### src/rtl/cache_port_arbiter.sv
// Round-robin arbiter that sequences two requesters onto one cache_and_ram port.
// Holds the memory inputs for MEM_LATENCY cycles, then returns read data with a one-cycle ack.
module cache_port_arbiter #(
  parameter int ADDR_W      = 32,
  parameter int DATA_W      = 32,
  parameter int MEM_LATENCY = 4
) (
  input  logic              clk,
  input  logic              rst,
  input  logic              req0,
  input  logic              req1,
  input  logic              mode0,
  input  logic              mode1,
  input  logic [ADDR_W-1:0] addr0,
  input  logic [ADDR_W-1:0] addr1,
  input  logic [DATA_W-1:0] wdata0,
  input  logic [DATA_W-1:0] wdata1,
  output logic              ack0,
  output logic              ack1,
  output logic [DATA_W-1:0] rdata0,
  output logic [DATA_W-1:0] rdata1,
  output logic              busy,
  output logic              grant,
  output logic [ADDR_W-1:0] mem_address,
  output logic [DATA_W-1:0] mem_data,
  output logic              mem_mode,
  input  logic [DATA_W-1:0] mem_out
);

  localparam int CNT_W = $clog2(MEM_LATENCY + 1);
  localparam logic [CNT_W-1:0] CNT_LOAD = CNT_W'(MEM_LATENCY - 1);
  localparam logic [CNT_W-1:0] CNT_ONE  = CNT_W'(1);

  typedef enum logic [1:0] {
    S_IDLE,
    S_BUSY,
    S_ACK
  } state_t;

  state_t            state_q, state_d;
  logic [CNT_W-1:0]  cnt_q, cnt_d;
  logic              grant_q, grant_d;
  logic              last_grant_q, last_grant_d;
  logic              ack0_q, ack0_d;
  logic              ack1_q, ack1_d;
  logic [DATA_W-1:0] rdata0_q, rdata0_d;
  logic [DATA_W-1:0] rdata1_q, rdata1_d;
  logic [ADDR_W-1:0] mem_address_q, mem_address_d;
  logic [DATA_W-1:0] mem_data_q, mem_data_d;
  logic              mem_mode_q, mem_mode_d;
  logic              sel;

  always_ff @(posedge clk or posedge rst) begin
    if (rst) begin
      state_q       <= S_IDLE;
      cnt_q         <= '0;
      grant_q       <= 1'b0;
      last_grant_q  <= 1'b1;
      ack0_q        <= 1'b0;
      ack1_q        <= 1'b0;
      rdata0_q      <= '0;
      rdata1_q      <= '0;
      mem_address_q <= '0;
      mem_data_q    <= '0;
      mem_mode_q    <= 1'b0;
    end else begin
      state_q       <= state_d;
      cnt_q         <= cnt_d;
      grant_q       <= grant_d;
      last_grant_q  <= last_grant_d;
      ack0_q        <= ack0_d;
      ack1_q        <= ack1_d;
      rdata0_q      <= rdata0_d;
      rdata1_q      <= rdata1_d;
      mem_address_q <= mem_address_d;
      mem_data_q    <= mem_data_d;
      mem_mode_q    <= mem_mode_d;
    end
  end

  always_comb begin
    state_d       = state_q;
    cnt_d         = cnt_q;
    grant_d       = grant_q;
    last_grant_d  = last_grant_q;
    ack0_d        = 1'b0;
    ack1_d        = 1'b0;
    rdata0_d      = rdata0_q;
    rdata1_d      = rdata1_q;
    mem_address_d = mem_address_q;
    mem_data_d    = mem_data_q;
    mem_mode_d    = mem_mode_q;
    sel           = 1'b0;
    case (state_q)
      S_IDLE: begin
        if (req0 || req1) begin
          // On contention the requester not served last time wins
          sel           = (req0 && req1) ? ~last_grant_q : req1;
          grant_d       = sel;
          last_grant_d  = sel;
          mem_address_d = sel ? addr1 : addr0;
          mem_data_d    = sel ? wdata1 : wdata0;
          mem_mode_d    = sel ? mode1 : mode0;
          cnt_d         = CNT_LOAD;
          state_d       = S_BUSY;
        end
      end
      S_BUSY: begin
        if (cnt_q != '0) begin
          cnt_d = cnt_q - CNT_ONE;
        end else begin
          if (!mem_mode_q) begin
            if (grant_q) rdata1_d = mem_out;
            else         rdata0_d = mem_out;
          end
          ack0_d     = ~grant_q;
          ack1_d     = grant_q;
          mem_mode_d = 1'b0;
          state_d    = S_ACK;
        end
      end
      S_ACK: begin
        state_d = S_IDLE;
      end
      default: begin
        state_d = S_IDLE;
      end
    endcase
  end

  assign ack0        = ack0_q;
  assign ack1        = ack1_q;
  assign rdata0      = rdata0_q;
  assign rdata1      = rdata1_q;
  assign busy        = (state_q != S_IDLE);
  assign grant       = grant_q;
  assign mem_address = mem_address_q;
  assign mem_data    = mem_data_q;
  assign mem_mode    = mem_mode_q;

endmodule

### config.mk
export PLATFORM = sky130hd
export DESIGN_NAME = cache_port_arbiter
export DESIGN_NICKNAME = d
export VERILOG_FILES = /design/src/rtl/cache_port_arbiter.sv
export SDC_FILE = /design/constraint.sdc
export NUM_CORES = 1
export LEC_CHECK = 0
export BUFFER_PORTS_ARGS = -buffer_cell sky130_fd_sc_hd__clkbuf_2
export CAP_MARGIN = 20
export CORE_MARGIN = 5
export CORE_UTILIZATION = 44
export DETAILED_ROUTE_END_ITERATION = 10
export PLACE_DENSITY = 0.77
export SLEW_MARGIN = 40
export SYNTH_ARGS = -nofsm -noshare
export SYNTH_HDL_FRONTEND = slang
export SYNTH_SLANG_ARGS = --single-unit
### constraint.sdc
create_clock -name clk -period 6.35 [get_ports clk]
set_input_delay 1.27 -clock clk [delete_from_list [all_inputs] [get_ports clk]]
set_output_delay 1.27 -clock clk [all_outputs]
set_load 0.01 [all_outputs]
==> results of run 1 <==
worst max-delay path by stage:
stage / startpoint / to / slack [ns] / cells past startpoint
2_1_floorplan: rst / ack0$_DFF_PP0_ / 1.39 / 1
5_1_grt: state_q[0]$_DFFE_PP0P_ / busy / 3.34 / 3
4_1_cts: state_q[0]$_DFFE_PP0P_ / busy / 3.36 / 3
3_3_place_gp: req1 / mem_data[19]$_DFFE_PP0P_ / 3.27 / 5
6_report: state_q[0]$_DFFE_PP0P_ / busy / 3.45 / 3
3_5_place_dp: req1 / mem_address[5]$_DFFE_PP0P_ / 3.16 / 5
kinds of logic after synthesis:
| group | Yosys count |
|---|---|
| adders and majority gates | 2 |
| muxes | 130 |
| and+or+nand+nor | 15 |
| AOI/OAI and AO/OA | 138 |
| buffers and inverters | 41 |
| DFF | 138 |
cell type report:
| cell class | instances | area [um^2] |
|---|---|---|
| well taps | 176 | 220.2 |
| flip-flops and latches | 138 | 3455 |
| inverters | 5 | 23.77 |
| clock inverters | 7 | 116.4 |
| clock buffers | 22 | 484.2 |
| fillers | 1066 | 5057 |
| multi-input cells | 285 | 2361 |
| repair buffers | 305 | 1578 |
metrics by stage:
stage	cell area (um^2)	hold slack (ns)
floorplan	5993	0.4807
global placement	7585	0.4868
detailed placement	7635	0.4911
CTS	8235	0.5059
global route	8238	0.5218
finish	8238	0.5037
synthesized netlist by cell type:
| cell | count | area share, % |
|---|---|---|
| sky130_fd_sc_hd__a21bo_2 | 1 | 0.17 |
| sky130_fd_sc_hd__a21oi_1 | 1 | 0.083 |
| sky130_fd_sc_hd__a2bb2oi_1 | 1 | 0.15 |
| sky130_fd_sc_hd__a31oi_1 | 1 | 0.10 |
| sky130_fd_sc_hd__and2_1 | 1 | 0.10 |
| sky130_fd_sc_hd__buf_2 | 7 | 0.58 |
| sky130_fd_sc_hd__buf_4 | 4 | 0.50 |
| sky130_fd_sc_hd__buf_6 | 4 | 0.75 |
| sky130_fd_sc_hd__clkbuf_1 | 21 | 1.3 |
| sky130_fd_sc_hd__dfrtp_1 | 137 | 57 |
| sky130_fd_sc_hd__dfstp_2 | 1 | 0.44 |
| sky130_fd_sc_hd__ha_1 | 2 | 0.42 |
| sky130_fd_sc_hd__inv_1 | 5 | 0.31 |
| sky130_fd_sc_hd__mux2_2 | 34 | 6.4 |
| sky130_fd_sc_hd__mux2_4 | 30 | 7.5 |
| sky130_fd_sc_hd__mux2i_1 | 66 | 11 |
| sky130_fd_sc_hd__nand2b_1 | 1 | 0.10 |
| sky130_fd_sc_hd__nand3b_1 | 2 | 0.25 |
| sky130_fd_sc_hd__nand4bb_4 | 1 | 0.46 |
| sky130_fd_sc_hd__nor2_1 | 7 | 0.44 |
| sky130_fd_sc_hd__nor2b_1 | 1 | 0.10 |
| sky130_fd_sc_hd__nor3_1 | 1 | 0.083 |
| sky130_fd_sc_hd__o211ai_1 | 1 | 0.13 |
| sky130_fd_sc_hd__o21ai_0 | 130 | 11 |
| sky130_fd_sc_hd__o21ba_2 | 1 | 0.17 |
| sky130_fd_sc_hd__o22ai_1 | 1 | 0.10 |
| sky130_fd_sc_hd__o2bb2ai_1 | 1 | 0.15 |
| sky130_fd_sc_hd__or3_1 | 1 | 0.10 |
metal layers:
metal,GRT usage [%],wire (um),share of wire (%),up-vias
met1,25.60,6655,39,2359
met5,0,0,0,-
met3,6.599,1365,8.0,33
li1,-,-,-,2240
met2,36.43,8550,50,238
met4,7.950,384,2.3,0
worst register-to-register path, stage by stage, from the launching register on:
cell and delay [ns]:
sky130_fd_sc_hd__dfstp_2 0.55, sky130_fd_sc_hd__a21bo_4 0.49, sky130_fd_sc_hd__buf_4 0.64, sky130_fd_sc_hd__mux2i_1 0.33
sky130_fd_sc_hd__o21ai_0 0.10
power groups by stage:
stage          clock network, W  logic [W]  registers (W)
2_1_floorplan                 0   0.000732        0.00173
4_1_cts                 0.00102    0.00160        0.00157
3_5_place_dp                  0    0.00160        0.00157
6_report                0.00100    0.00157        0.00157
5_1_grt                 0.00106    0.00173        0.00162
3_3_place_gp                  0    0.00154        0.00154
registers in the layout, indices dropped and copies added, names as in the netlist:
signal and count:
mem_address 32, mem_data 32, rdata0 32, rdata1 32, cnt_q 3, state_q 2
ack0 1, ack1 1, grant 1, last_grant_q 1, mem_mode 1
==> results summary, run 1 <==
The number of max-cap violations is 0. On the critical path the largest part of the delay comes from flip-flops. The post-synthesis net count came out at between 600 and 700. The starting density of the core came out at 45.08%.

The top-level port count is around 300. The wire length of the first global-routing pass is 27700 um. STA classifies the critical path endpoint as a primary output. The static leakage power came out at 4.409 nW. The setup clock skew after layout came out at 0.005600 ns. The die area is 0.01606 mm^2. The run finished with clean final reports. The net load switching power came out at approximately 0.0014 W.

Setup violations remaining at the end of the flow were counted as 0. The global placer's final weighted congestion is 0.8685. The latest clock arrival within the worst-skew pair came out at ~0.41 ns. The number of different library cells in the post-synthesis netlist came out at 28. The fraction of final layout cells with drive strength greater than 1 is a little over half. CTS built an H-tree with a depth of 4.

After routing, the total negative slack on setup checks comes to 0 ns. The slew at the pin closest to its max-slew limit came out at approximately 0.67 ns. The total number of yosys warnings is 0. Walking the worst path, the cells encountered are nor2_1, clkinv_1, clkbuf_2.

The path class of the tightest hold or removal check is flip-flop to flip-flop. The vias after detailed routing came out at 4870. The share of total power in combinational logic came out at roughly 38%. The wire length per cell after detailed routing is approximately 18 um. The final non-filler cell total is between 900 and 1000. The placement-stage worst setup slack is 3.162 ns. By area, the combinational part of the netlist is dominated by multiplexers. The routed design could run at a clock period as short as just under 3 ns. The relative slew slack came out at 55.18%. Counting cells, the worst reg-to-reg path comes to 4. Buffers inserted during clock tree synthesis total 17.

In this run the clock root is driven by a sky130_fd_sc_hd__clkbuf_16. The fraction of power consumed by the clock network is around a quarter. The critical path in this run is classified as flip-flop to primary output. The post-synthesis mux area share is 24.93%.

The routed wire length came out at 16960 um. After the last flow step, the layout net total stands at 920. STA classifies the critical path startpoint as a flip-flop. At the worst endpoint, the required time is 5.08 ns.

The number of gates resized after cts is 0. Setup slack on the critical path of the routed design comes to 3.455 ns. The simple logic cell fraction of the synthesized area came out at 1.649%. The number of iterations in the first detailed-routing pass came out at 4.

In this run the core area contains 42 standard-cell rows. Setup repair after global routing left no endpoint under its margin. The overall power of the completed layout is slightly above 0.004 W. The areal power density over the cells came out at 502.9 mW/mm^2. The cell with the largest stage delay on the worst path is sky130_fd_sc_hd__dfrtp_1.

The gate count of the mapped netlist is 464. The netlist area before placement came out at between 0.005 and 0.006 mm^2. The count of unresolved DRC violations after routing is 0.

The core footprint came out at 0.01330 mm^2. The most common cell after layout, fill and taps aside is sky130_fd_sc_hd__clkbuf_2. In this run, the number of DRC markers left after iteration 0 of detailed routing was 282.

The mean instance size in the synthesized netlist came out at approximately 13 um^2. The post-detailed-route count of antenna-violating nets is 0. The startpoint identified for the worst register-to-register timing path is last_grant_q$_DFFE_PP1P_. The overall routing resource usage came out at approximately 21%.

Along the worst hold path, the cell count comes to 1. The placed instance count came out at 909. Clock tree synthesis found a total of 138 sinks. The maximum buffer depth of the clock tree is 2. The switching share of power is 34.47%.

The hold violation total from the final report is 0. The initial antenna violation count was 0. The maximum clock rate came out at around 350 MHz. Dividing the detail-routed via count by the number of cells gives 5.192. The worst register-to-register path has a setup slack of approximately 4 ns. The fraction of the cycle the final worst path needs came out at between 40% and 50%. The compound-cell area share of the yosys netlist came out at 11.90%. The endpoint of the worst register-to-register path is mem_data[29]$_DFFE_PP0P_. The number of global-route vias before repair came out at 5339.

The data arrival time of the critical path is 1.63 ns. Internal power comes to approximately 0.0027 W. The adder and majority cell fraction of the synthesized area came out at 0.4175%. The share of synthesized area occupied by flip-flops and latches is 57.64%. The register clock-pin slew on the reported worst setup and hold paths is 0.05 ns. The share of total power dissipated in sequential elements is ~38%. Buffers inserted to repair hold after CTS numbered 0. The width of the die came out at 126.7 um. On the worst path, the slowest cell contributes a delay of 0.43 ns. Global routing finished with a remaining overflow of 0. The total buffers and inverters traversed by the critical path came out at 2. The highest net fanout along the worst path came out at 4. The number of register bits inferred by synthesis is 138. The largest net degree at the start of global routing came out at 81. The path with the worst hold slack has its endpoint at rdata1[13]$_DFFE_PP0P_. The xor and xnor fraction of the mapped netlist area came out at 0%.

The half-perimeter wire length after placement is 12420 um. At the end of the flow the core is filled with cells to 61.96%. In this run the most critical hold path is launched from rdata1[13]$_DFFE_PP0P_. The area growth from synthesis to layout is 37.45%. The height of the chip came out at between 100 and 150 um. The number of inserted diodes is 0. The maximum vdd ir drop is 0.1743 mV. The library cells used most frequently in the layout, excluding fill and tap cells, are sky130_fd_sc_hd__clkbuf_2, sky130_fd_sc_hd__dfrtp_1, sky130_fd_sc_hd__o21ai_0, sky130_fd_sc_hd__mux2i_1, sky130_fd_sc_hd__mux2_2.

The number of max-slew violations in the final report came out at 0. TritonCTS built the clock tree. The port buffer count is 298. Buffers added to address setup during post-CTS repair amount to 0.
Note: power is estimated with default switching activity, not from simulation.
==> inputs of run 2 (changes only) <==
CORE_UTILIZATION = 42   (was 44)
clock period = 2.6 ns   (was 6.35 ns; I/O delays follow)
==> results summary, run 2 (synthesis gave the netlist of run 1 again) <==
The run finished with clean final reports. The overall routing resource usage is ~20%. The hold violation total from the final report is 0.

In this run the cell area measured after placement is 0.007744 mm^2. The largest net degree at the start of global routing is 55. For this design the static power due to leakage is 4.468 nW. The first detailed-routing pass ran for 5 iterations. The height of the chip is 129.5 um. The net count of the finished layout is 927. The worst hold path belongs to the class input port to asynchronous set/reset pin.

The category of the worst setup path capture point is a primary output. From left edge to right edge, the die measures 129.5 um. The required time reported for the critical path endpoint is between 2 and 2.5 ns. TritonCTS built the clock tree. The setup clock skew after layout is between 0.009 and 0.01 ns. The number of global-route vias before repair came out at 5000. The vias after detailed routing came out at around 4800.

The first global-routing pass estimated 25960 um of wire. The global placer's final weighted congestion came out at between 0.7 and 0.8. Traced cell by cell, the critical path runs through nor2_1, clkinv_1, clkbuf_2. The total clock sinks came out at around 140. The slew at the pin closest to its max-slew limit is 0.7384 ns.

The critical path class is flip-flop to primary output. The areal power density over the cells came out at ~1200 mW/mm^2. The core footprint is 0.01393 mm^2. The number of gates resized after cts is 0.

Input and output buffers added on the ports amount to around 300. The setup-violating endpoint count in the final report came out at 0. The final-layout setup total negative slack is 0 ns.

The initial antenna violation count came to 1. The routed wire length is approximately 17000 um. The total CTS buffers is 17. The minimum period implied by the final worst setup slack is ~2.2 ns. The latest clock arrival within the worst-skew pair came out at 0.41 ns.

The starting density of the core came out at a little over two fifths. The maximum vdd ir drop came out at around 0.45 mV. Headroom to the max-slew limit came out at 50.67%. The number of DRC markers after the initial detailed-route iteration came out at 162. The final core utilization is about three fifths. After clock tree synthesis, the clock-pin slew on the worst setup and hold paths is roughly 0.06 ns. The maximum clock rate is approximately 450 MHz.

For the worst setup path, the data arrival time is 1.71 ns. The detail-routed via count per cell is 5.082. The H-tree was split into 4 levels. The cell area after layout is 0.008386 mm^2. The die covers 0.01676 mm^2. The fraction of final layout cells with drive strength greater than 1 came out at 53.76%. In the layout the commonest cells are sky130_fd_sc_hd__clkbuf_2, sky130_fd_sc_hd__dfrtp_1, sky130_fd_sc_hd__o21ai_0, sky130_fd_sc_hd__mux2i_1, sky130_fd_sc_hd__mux2_2. The root buffer cell chosen for the clock tree is sky130_fd_sc_hd__clkbuf_16. The layout overhead on the synthesized area came out at 39.92%.

The peak per-stage delay on the critical path came out at 0.44 ns. The number of max-slew violations in the final report came out at 0. The worst setup path is launched from a flip-flop.

Setup repair after global routing left no endpoint under its margin. The wire length per cell after detailed routing came out at 17.65 um. The post-CTS setup buffer count came out at 0. The count of unresolved DRC violations after routing came out at 0. The highest net fanout along the worst path came out at 5.

On the final layout, the worst hold slack is about 0.22 ns. The top-level port count came out at 299. The worst path uses 85.78% of the clock period. For this run the aggregate overflow at the end of global routing stands at 0.

The maximum buffer depth of the clock tree is 2. The number of max-cap violations is 0. The number of cells on the worst reg-to-reg path is 6.

Leaving out fill and tap cells, the most frequent cell in the layout is sky130_fd_sc_hd__clkbuf_2. The number of hold buffers added after CTS was 0. The floorplan has 43 rows. The slowest stage of the critical path is the sky130_fd_sc_hd__dfrtp_1 cell.

The post-detailed-route count of antenna-violating nets is 0. The half-perimeter wire length after placement came out at 12480 um.
run 2: cell count changes in the layout (fill, tap and decap cells not counted), sizes merged:
| cell | previous run | this run |
|---|---|---|
| diode | 0 | 1 |
| bufinv | 3 | 4 |
| buf | 6 | 14 |
| clkbuf | 321 | 316 |
| inv | 4 | 8 |
| clkinvlp | 1 | 3 |
run 2: routing by layer:
layer / wire length [um] / up-vias / GRT usage, %
met5: 0 / - / 0
met4: 187 / 0 / 5.318
met3: 1512 / 14 / 6.554
met2: 8314 / 221 / 32.71
met1: 6809 / 2352 / 24.95
li1: - / 2256 / -
run 2: metrics by stage:
step / worst slack (ns) / instances / total power (W)
final: 0.3698 / 953 / 0.01036
after global routing: 0.2139 / 953 / 0.01102
after CTS: 0.3200 / 952 / 0.01049
after detailed placement: 0.5142 / 920 / 0.007812
after global placement: 0.5769 / 920 / 0.007657
after floorplan: 0.3597 / 464 / 0.006017
run 2: area by class of cell:
class                           count  area [um^2]
Antenna cell                        1        2.502
Fill cell                        1154         5549
Clock inverter                     14        210.2
Sequential cell                   138         3455
Multi-Input combinational cell    285         2357
Timing Repair Buffer              312         1684
Inverter                            5        22.52
Tap cell                          180        225.2
Clock buffer                       18        429.2
run 2: final timing paths:
path | start | end | slack (ns)
max reg2reg | cnt_q[0]$_DFFE_PP0P_ | rdata0[17]$_DFFE_PP0P_ | 0.51
min in group clk | mem_out[7] | rdata0[7]$_DFFE_PP0P_ | 0.36
min reg2reg | rdata1[0]$_DFFE_PP0P_ | rdata1[0]$_DFFE_PP0P_ | 0.50
max in group asynchronous | rst | last_grant_q$_DFFE_PP1P_ | 1.67
max | state_q[0]$_DFFE_PP0P_ | busy | 0.37
min | rst | rdata0[4]$_DFFE_PP0P_ | 0.22
run 2: worst max-delay path: cells and delay by family, from the launching register on:
family	cells	cell delay, ns
buffers and inverters	2	0.51
and+or+nand+nor	1	0.35
DFF	1	0.44
run 2: power breakdown:
group / total, W / internal, W / switching [W]
registers: 0.00383 / 0.00322 / 0.000609
clock network: 0.00261 / 0.00163 / 0.000981
logic: 0.00392 / 0.00188 / 0.00204
total: 0.0104 / 0.00673 / 0.00363
==> inputs of run 3 (changes only) <==
BUFFER_PORTS_ARGS = -buffer_cell sky130_fd_sc_hd__buf_2   (was -buffer_cell sky130_fd_sc_hd__clkbuf_2)
MAX_ROUTING_LAYER = met4   (was default)
==> results summary, run 3 (synthesis gave the netlist of run 1 again) <==
The top-level port count came out at 299. After the first detailed-routing iteration, the DRC count stood at 194. The hold violation total from the final report came out at 0. The total global routing overflow is 0. The slew at the pin closest to its max-slew limit is 0.5963 ns. The worst path setup slack after routing is 0.3244 ns. The number of rows created at floorplan came out at 43.

The critical path goes through nor2_1, clkinv_1, buf_2. The relative slew slack is 60.25%. The root buffer cell chosen for the clock tree is sky130_fd_sc_hd__clkbuf_16.

After floorplanning, the core was sized to cover 0.01393 mm^2. The areal power density over the cells came out at 1205 mW/mm^2. The height of the chip is 129.5 um. The total clock sinks came out at 138. The worst setup slack for register-to-register paths is 0.52 ns.

The data arrival time of the critical path came out at 1.76 ns. The detail-routed via count per cell is 5.063. Compared with the post-synthesis result, the final layout area differs by 38.20%.

Entering global routing, the biggest net connects 64 pins. The number of max-slew violations in the final report is 0. After clock tree synthesis, the setup repair step added 0 buffers. The number of buffers and inverters on the critical path is 2. The min-delay analysis places its worst path in the category input port to asynchronous set/reset pin. The maximum clock rate came out at 439.4 MHz.

Prior to clock tree synthesis, the placed netlist has a worst setup slack of 0.5205 ns. Post-CTS repair changed the size of 0 cells. The worst setup path startpoint is state_q[0]$_DFFE_PP0P_. The highest net fanout along the worst path came out at 7. The overall routing resource usage came out at 19.45%. The peak per-stage delay on the critical path came out at 0.44 ns. The half-perimeter wire length after placement is 12410 um. Setup repair after global routing left no endpoint under its margin. The startpoint identified for the worst register-to-register timing path is cnt_q[0]$_DFFE_PP0P_.

The clock passes through at most 2 buffers. Clock latency on the worst-skew pair, taken at its later pin, is 0.41 ns. The hold-fix buffer count after cts is 0. In this run the number of cells on the critical path is 3. The number of cells on the worst reg-to-reg path came out at 6. Across the VDD grid, the largest voltage drop is 0.4808 mV. After the flow finishes, the layout carries non-filler instances totaling 955. The level count of the clock H-tree came out at 4.

TritonCTS built the clock tree. The critical path class is flip-flop to primary output. Setup violations remaining at the end of the flow were counted as 0. The routed design could run at a clock period as short as around 2.3 ns. The final-layout setup total negative slack is 0 ns. The cell class contributing the biggest share of worst-path delay is buffers and inverters. The post-detailed-route count of antenna-violating nets came out at 0.

The number of global-route vias before repair is 4792. The die is around 130 um wide. On the critical path, the stage with the largest delay is an instance of sky130_fd_sc_hd__dfrtp_1. The final net count came out at 928. The required time reported for the critical path endpoint came out at around 2.1 ns.

Summed over all layers, the routed wires come to 16360 um. STA classifies the critical path endpoint as a primary output. The placed instance count is approximately 900. In this run the static leakage power is 4.387 nW. The vias after detailed routing is just under 5000. The number of filler cells placed in the layout is around 1200. Following the worst setup path forward leads to its endpoint at busy. The area taken by multi-input logic gates came out at 0.002357 mm^2. The setup clock skew after layout is 0.01109 ns.

Cells with a size suffix above 1 make up between 50% and 60% of the layout. The endpoint of the worst register-to-register path is rdata0[18]$_DFFE_PP0P_. The wire length of the first global-routing pass is 24920 um.

The count of unresolved DRC violations after routing is 0. The most common cell after layout, fill and taps aside is sky130_fd_sc_hd__buf_2. For this run, the detailed router's first-pass iteration total came to 4. The initial antenna violation count came out at 2. The storage element area came out at 0.003455 mm^2. Leaving out fill and tap cells, the most frequent cells in the layout are sky130_fd_sc_hd__buf_2, sky130_fd_sc_hd__dfrtp_1, sky130_fd_sc_hd__o21ai_0, sky130_fd_sc_hd__mux2i_1, sky130_fd_sc_hd__mux2_2. The global placer's final weighted congestion is around 0.8. The total CTS buffers came out at 17. The fraction of the cycle the final worst path needs is 87.52%. Once the floorplan was initialized, standard cells occupied 43.01% of the core.

The die covers 0.01676 mm^2. The register clock-pin slew on the reported worst setup and hold paths came out at ~0.06 ns. STA classifies the critical path startpoint as a flip-flop. Across the run, the number of max-cap violations was 0. Input and output buffers added on the ports amount to 298.

The wire length per cell after detailed routing is ~17 um. The run finished with clean final reports.
## run 3: cell types whose count changed in the layout (fill, tap and decap cells not counted), sizes merged
cell      delta
buf        +299
clkbuf     -297
clkinv       +4
bufinv       -2
inv          -2
clkinvlp     -1
diode        +1
## run 3: stage by stage
stage | hold slack (ns) | total power, W | cell area [um^2] | utilization, %
2_1_floorplan | 0.4807 | 0.006017 | 5997 | -
3_3_place_gp | 0.4826 | 0.007596 | 7701 | 55.27
3_5_place_dp | 0.4867 | 0.007744 | 7701 | 55.27
4_1_cts | 0.1111 | 0.01011 | 8278 | 59.41
5_1_grt | 0.1293 | 0.01064 | 8283 | 59.44
6_report | 0.1184 | 0.009985 | 8283 | 59.44
## run 3: cell type report
class                      count  area share [%]
antenna                        2         0.06042
clock buffer                  19           5.227
clock inverter                13           1.737
inverter                       5          0.2719
multi-input combinational    285           28.46
sequential                   138           41.71
tap                          180           2.719
timing repair buffer         313           19.82
## run 3: power breakdown
group          switching [W]  total [W]  leakage (nW)  internal (W)
logic                0.00201    0.00387          2.44       0.00187
registers           0.000564    0.00378          1.66       0.00322
clock network       0.000908    0.00233         0.282       0.00142
## run 3: metal layers
| layer | up-vias | routed length, um | global-route usage [%] |
|---|---|---|---|
| met2 | 216 | 7979 | 31.59 |
| met4 | 0 | 228 | 5.990 |
| met5 | - | 0 | - |
| met3 | 15 | 1403 | 4.740 |
| li1 | 2264 | - | - |
| met1 | 2340 | 6746 | 24.20 |
## run 3: worst min path at each step
stage	slack, ns	from	cells past startpoint	endpoint
2_1_floorplan	0.48	cnt_q[0]$_DFFE_PP0P_	1	cnt_q[0]$_DFFE_PP0P_
3_3_place_gp	0.48	rdata1[30]$_DFFE_PP0P_	1	rdata1[30]$_DFFE_PP0P_
3_5_place_dp	0.49	rdata1[15]$_DFFE_PP0P_	1	rdata1[15]$_DFFE_PP0P_
4_1_cts	0.11	rst	2	rdata1[8]$_DFFE_PP0P_
5_1_grt	0.13	rst	2	rdata1[8]$_DFFE_PP0P_
6_report	0.12	rst	2	rdata1[5]$_DFFE_PP0P_
